<file path="src/rtl/fp_sign_exc_pipe.sv">
// fp_sign_exc_pipe
//   Sign and special-value pipeline for the floating-point multiply/divide
//   datapath. A combinational classifier works out the result sign, the
//   result class (normal/zero/inf/NaN) and the invalid / divide-by-zero
//   flags. The result is then delayed by DEPTH enabled cycles so it lines up
//   with the mantissa/exponent path. Each stage carries a valid bit, the
//   pipeline can be flushed synchronously, and occupancy is reported.
//
// Parameters
//   DEPTH     number of stages (enabled edges from input to output), 1..64
//   CW        width of the occupancy count (derived)
//
// Ports
//   clk       rising-edge clock
//   arst      asynchronous active-high reset, clears all state
//   en        advance enable; when low every stage and the count hold
//   flush     synchronous clear of every stage, wins over en
//   in_valid  operand sign/class inputs are valid this cycle
//   op        0 = multiply, 1 = divide
//   s_a, s_b  operand signs
//   cls_a/b   operand class: 00 normal, 01 zero, 10 inf, 11 NaN
//   out_valid output stage holds a valid result
//   s_r       result sign (0 for NaN results)
//   cls_r     result class
//   invalid   NaN generated by this operation (not propagated)
//   div_zero  finite nonzero value divided by zero
//   count     number of valid entries across all stages
//   busy      count != 0
module fp_sign_exc_pipe #(
    parameter int DEPTH = 23,
    localparam int CW = $clog2(DEPTH + 1)
) (
    input  logic          clk,
    input  logic          arst,
    input  logic          en,
    input  logic          flush,
    input  logic          in_valid,
    input  logic          op,
    input  logic          s_a,
    input  logic          s_b,
    input  logic [1:0]    cls_a,
    input  logic [1:0]    cls_b,
    output logic          out_valid,
    output logic          s_r,
    output logic [1:0]    cls_r,
    output logic          invalid,
    output logic          div_zero,
    output logic [CW-1:0] count,
    output logic          busy
);

    localparam logic [1:0] CLS_NORM = 2'b00;
    localparam logic [1:0] CLS_ZERO = 2'b01;
    localparam logic [1:0] CLS_INF  = 2'b10;
    localparam logic [1:0] CLS_NAN  = 2'b11;

    typedef struct packed {
        logic       vld;
        logic       s;
        logic [1:0] cls;
        logic       inv;
        logic       dz;
    } entry_t;

    // Result classification for one operation. Sign is forced to 0 for any
    // NaN result so the NaN leaving this block is always canonical.
    function automatic entry_t classify(
        input logic       is_div,
        input logic       sa,
        input logic       sb,
        input logic [1:0] ca,
        input logic [1:0] cb
    );
        entry_t r;
        logic   nan_in;
        r      = '0;
        r.vld  = 1'b1;
        nan_in = (ca == CLS_NAN) || (cb == CLS_NAN);
        if (!is_div) begin
            if (nan_in) begin
                r.cls = CLS_NAN;
            end else if ((ca == CLS_INF && cb == CLS_ZERO) ||
                         (ca == CLS_ZERO && cb == CLS_INF)) begin
                r.cls = CLS_NAN;
                r.inv = 1'b1;
            end else if (ca == CLS_INF || cb == CLS_INF) begin
                r.cls = CLS_INF;
            end else if (ca == CLS_ZERO || cb == CLS_ZERO) begin
                r.cls = CLS_ZERO;
            end else begin
                r.cls = CLS_NORM;
            end
        end else begin
            if (nan_in) begin
                r.cls = CLS_NAN;
            end else if ((ca == CLS_ZERO && cb == CLS_ZERO) ||
                         (ca == CLS_INF && cb == CLS_INF)) begin
                r.cls = CLS_NAN;
                r.inv = 1'b1;
            end else if (ca == CLS_NORM && cb == CLS_ZERO) begin
                r.cls = CLS_INF;
                r.dz  = 1'b1;
            end else if (ca == CLS_INF) begin
                // divisor is normal or zero here; inf/inf was caught above
                r.cls = CLS_INF;
            end else if (cb == CLS_INF) begin
                r.cls = CLS_ZERO;
            end else if (ca == CLS_ZERO) begin
                r.cls = CLS_ZERO;
            end else begin
                r.cls = CLS_NORM;
            end
        end
        r.s = (r.cls == CLS_NAN) ? 1'b0 : (sa ^ sb);
        return r;
    endfunction

    entry_t          entry_p0;
    entry_t          pipe_p [DEPTH];
    logic   [CW-1:0] count_next;

    // An idle input slot loads an all-zero payload so result outputs read 0
    // whenever out_valid is low.
    always_comb begin
        entry_p0 = '0;
        if (in_valid) begin
            entry_p0 = classify(op, s_a, s_b, cls_a, cls_b);
        end
    end

    // Entry and exit on the same edge cancel; a full pipe always has a valid
    // output stage, so the count cannot pass DEPTH.
    assign count_next = count + CW'(in_valid) - CW'(pipe_p[DEPTH-1].vld);

    // ---- stage 0 load and shift toward stage DEPTH-1 ----
    always_ff @(posedge clk or posedge arst) begin
        if (arst) begin
            for (int k = 0; k < DEPTH; k++) begin
                pipe_p[k] <= '0;
            end
            count <= '0;
            busy  <= 1'b0;
        end else if (flush) begin
            for (int k = 0; k < DEPTH; k++) begin
                pipe_p[k] <= '0;
            end
            count <= '0;
            busy  <= 1'b0;
        end else if (en) begin
            pipe_p[0] <= entry_p0;
            for (int k = 1; k < DEPTH; k++) begin
                pipe_p[k] <= pipe_p[k-1];
            end
            count <= count_next;
            busy  <= (count_next != '0);
        end
    end

    // ---- output stage ----
    assign out_valid = pipe_p[DEPTH-1].vld;
    assign s_r       = pipe_p[DEPTH-1].s;
    assign cls_r     = pipe_p[DEPTH-1].cls;
    assign invalid   = pipe_p[DEPTH-1].inv;
    assign div_zero  = pipe_p[DEPTH-1].dz;

endmodule

</file>
<file path="config.mk">
export PLATFORM = sky130hd
export DESIGN_NAME = fp_sign_exc_pipe
export DESIGN_NICKNAME = d
export VERILOG_FILES = /design/src/rtl/fp_sign_exc_pipe.sv
export SDC_FILE = /design/constraint.sdc
export NUM_CORES = 1
export LEC_CHECK = 0
export BUFFER_PORTS_ARGS = -buffer_cell sky130_fd_sc_hd__buf_4
export CORE_MARGIN = 2
export CORE_UTILIZATION = 55
export DETAILED_ROUTE_END_ITERATION = 16
export GPL_ROUTABILITY_DRIVEN = 0
export PLACE_DENSITY = 0.83
export SLEW_MARGIN = 30
export SYNTH_ARGS = -nofsm -noshare
export SYNTH_HDL_FRONTEND = slang
export SYNTH_SLANG_ARGS = --single-unit
export TNS_END_PERCENT = 20
</file>
<file path="constraint.sdc">
create_clock -name clk -period 4.7 [get_ports clk]
set_clock_uncertainty 0.15 [all_clocks]
set_input_delay 0.235 -clock clk [delete_from_list [all_inputs] [get_ports clk]]
set_output_delay 0.235 -clock clk [all_outputs]
set_load 0.01 [all_outputs]
</file>
==> impl_results.md <==
- Setup TNS: 0 ns
- Antenna viol nets, final: 0
- Worst setup path end: count[4]
- Max Freq: 0.427 GHz
- Switching power total: 585 uW
- Slew Viols, Final: 0
- Max-slew headroom: 41.4%
- Met1 Routed Length: 4620 um
- Core area: 10900 um2
- Routed WL: 9850 um
- Global-route wire length before repair: 17000 um
- Mapped Cells: 515
- Fin. Hold Viols: 0
- Clk root buf: clkbuf_16
- Via count: 3666
- Critical Setup Path Class: flop to flop
- CTS tree: yes
- Initial DRC count: 344
- CP endpoint kind: flop
- DP HPWL: 5670 um
- Clock transition at path regs: 0.06 ns
- Wire length per cell: 14.4 um
- # nets final: 549
- First-pass DRT Iterations: 6
- LEAKAGE: 0.00364 uW
- Die height: 110 um
- DR top layer: met4
- Sw Ratio: 21.3%
- Pwr dens: 392 nW/um2
- Antenna violations before repair: 0
- Synth unique cells: 37
- Clock power frac: 47.6%
- Clock period minus worst slack: 2.34 ns
- Post-place setup slack: 2.39 ns
- Die Width: 110 um
- RR Endpoint: count[4]
- WL met3: 286 um
- WP data arrival: 2.48 ns
- Launch point of the worst path: count[0]
- Grt ovf: 0
- GRT Resource Usage Total: 18.2%
- CTS Buffer Depth: 2
- Worst-Skew Late Latency: 0.41 ns
- Setup slack, reg-to-reg: 2.36 ns
- Hold buffers post-CTS: 3
- Depth of the most critical reg-to-reg path: 9
- Synth Cell Area: 6210 um2
- Share of cells above drive strength 1: 12.5%
- Die area: 12200 um2
- Post-CTS sizing: 0
- Placed Area: 6360 um2
- Async S/R FF share, synth: 100%
- CP Max Fanout: 3
- Fillers: 814
- Worst-margin pin slew: 0.878 ns
- Register area: 3600 um2
- Vias in the first global route: 3794
- RSZ-0062 raised after global routing: no
- # diodes: 0
- Fin crit share: 49.8%
- Multi-input logic area: 2330 um2
- Clock Sinks: 144
- Startpoint types: flop
- Max_cap viols: 0
- Reg2reg start: count[0]
- # DRC: 0
- CTS H-tree lvls: 4
- Layout area overhead: 12.8%
- Yosys warns: 0
- Vias/cell: 5.36
- Initial core utilization: 56.8%
- Pin count of the biggest net entering global routing: 110
- Final Setup Violations: 0
- Syn_nets: 533
- I/O pin cnt: 24
- Run status: finished, final reports clean
- Register area share after synthesis: 58.0%
- CP required: 4.84 ns
- Met2 WL: 4850 um
- #FFs+latches synth: 144
- Min-Delay Path Class: input port to flop
- Worst setup margin: 2.36 ns
- Sequential power share: 45.8%
- Post-route cell area: 7000 um2
- Port Buffer Count: 23
- Worst vdd ir: 0.000245 V
- Ys flop type: dfrtp_1
- Post-CTS Setup Bufs: 0
- Num CTS Buffers: 17
- Syn Area/Cell: 12.1 um2
- Cell-internal power: 2160 uW
- Combinational share of power: 6.6%
- # rows: 38
- Number of flops mapped to enable cells by yosys: 0
## layer usage
| metal | vias to the layer above | track usage, % |
|---|---|---|
| met2 | 42 | 30.9 |
| met4 | 0 | 6.34 |
| met1 | 1852 | 22.0 |
| li1 | 1761 | - |
| met3 | 11 | 5.53 |
| met5 | - | 0 |
## cells in the final DEF, fill, tap and decap left out, types with 2 or more instances in the layout
cell,instances
clkbuf_1,3
inv_1,8
clkbuf_16,17
nor2_1,139
o22ai_1,2
a21oi_1,5
nand2b_1,5
and3_1,2
dfrtp_1,144
clkinv_2,3
mux2i_1,134
a211oi_2,3
ha_1,5
buf_4,27
dlygate4sd3_1,3
clkbuf_8,9
nor2b_1,4
a21oi_2,3
nand3_1,3
and4bb_1,4
## layout make-up
class | instances | share of cell area (%)
clock buffers | 28 | 7.81
clock inverters | 4 | 0.643
inverters | 9 | 0.589
multi-input cells | 327 | 33.2
flip-flops and latches | 144 | 51.4
well taps | 140 | 2.50
repair buffers | 32 | 3.80
## stage by stage
step	utilization, %	power, uW	hold slack (ns)	instances
2_1_floorplan	-	1420	0.230	515
3_3_place_gp	58.1	1450	0.349	648
3_5_place_dp	58.1	1460	0.358	648
4_1_cts	63.8	2770	0.0289	683
5_1_grt	64.1	2840	0.0438	684
6_report	64.1	2750	0.0470	684
## registers in the layout (all words and copies together) (netlist names)
name	cells
pipe_p	132
count	5
cls_r	2
busy	1
div_zero	1
invalid	1
out_valid	1
s_r	1
## critical path: stages, from the launching register on
cell and delay (ns):
dfrtp_1 0.38, inv_1 0.06, ha_1 0.26, inv_1 0.04, ha_1 0.19, fa_1 0.41, nand3_1 0.13, and3_1 0.18
o21ai_1 0.07, mux2_1 0.36
## synthesized netlist by cell type (2+ instances only)
| cell type | count | area share (%) |
|---|---|---|
| buf_6 | 11 | 2.0 |
| nand2b_1 | 5 | 0.50 |
| nand3_1 | 3 | 0.24 |
| inv_1 | 9 | 0.54 |
| buf_4 | 8 | 0.97 |
| clkbuf_1 | 12 | 0.73 |
| o22ai_1 | 2 | 0.20 |
| dfrtp_1 | 144 | 58 |
| a21oi_2 | 3 | 0.42 |
| buf_2 | 3 | 0.24 |
| nor2b_1 | 4 | 0.40 |
| nor2_1 | 139 | 8.4 |
| and3_1 | 2 | 0.20 |
| a21oi_1 | 5 | 0.40 |
| a211oi_2 | 3 | 0.60 |
| and4bb_1 | 4 | 0.81 |
| mux2i_1 | 134 | 22 |
| ha_1 | 5 | 1.0 |
## power by group through the flow
stage	combinational, uW	clock (uW)	sequential [uW]
2_1_floorplan	143	0	1280
3_3_place_gp	173	0	1280
3_5_place_dp	179	0	1280
4_1_cts	182	1330	1260
5_1_grt	200	1380	1260
6_report	182	1310	1260
## worst min path at each step
stage | from | end | slack [ns] | cells after the start
after floorplan | in_valid | pipe_p[132] | 0.23 | 2
after global placement | arst | pipe_p[110] | 0.35 | 2
after detailed placement | pipe_p[106] | pipe_p[100] | 0.36 | 2
after CTS | op | pipe_p[133] | 0.03 | 3
after global routing | op | pipe_p[133] | 0.04 | 3
final | op | pipe_p[133] | 0.05 | 3
## cell families (layout without fill, tap and decap cells)
logic type | Yosys count | after routing | share of synthesized area [%]
simple gates | 164 | 164 | 11.4
flops | 144 | 144 | 58.0
mux | 135 | 135 | 21.8
buf+inv | 44 | 73 | 4.53
compound gates | 19 | 19 | 2.34
fa+ha+maj | 6 | 6 | 1.33
xor+xnor | 3 | 3 | 0.645
No activity file was read; power rests on OpenSTA's default activity.
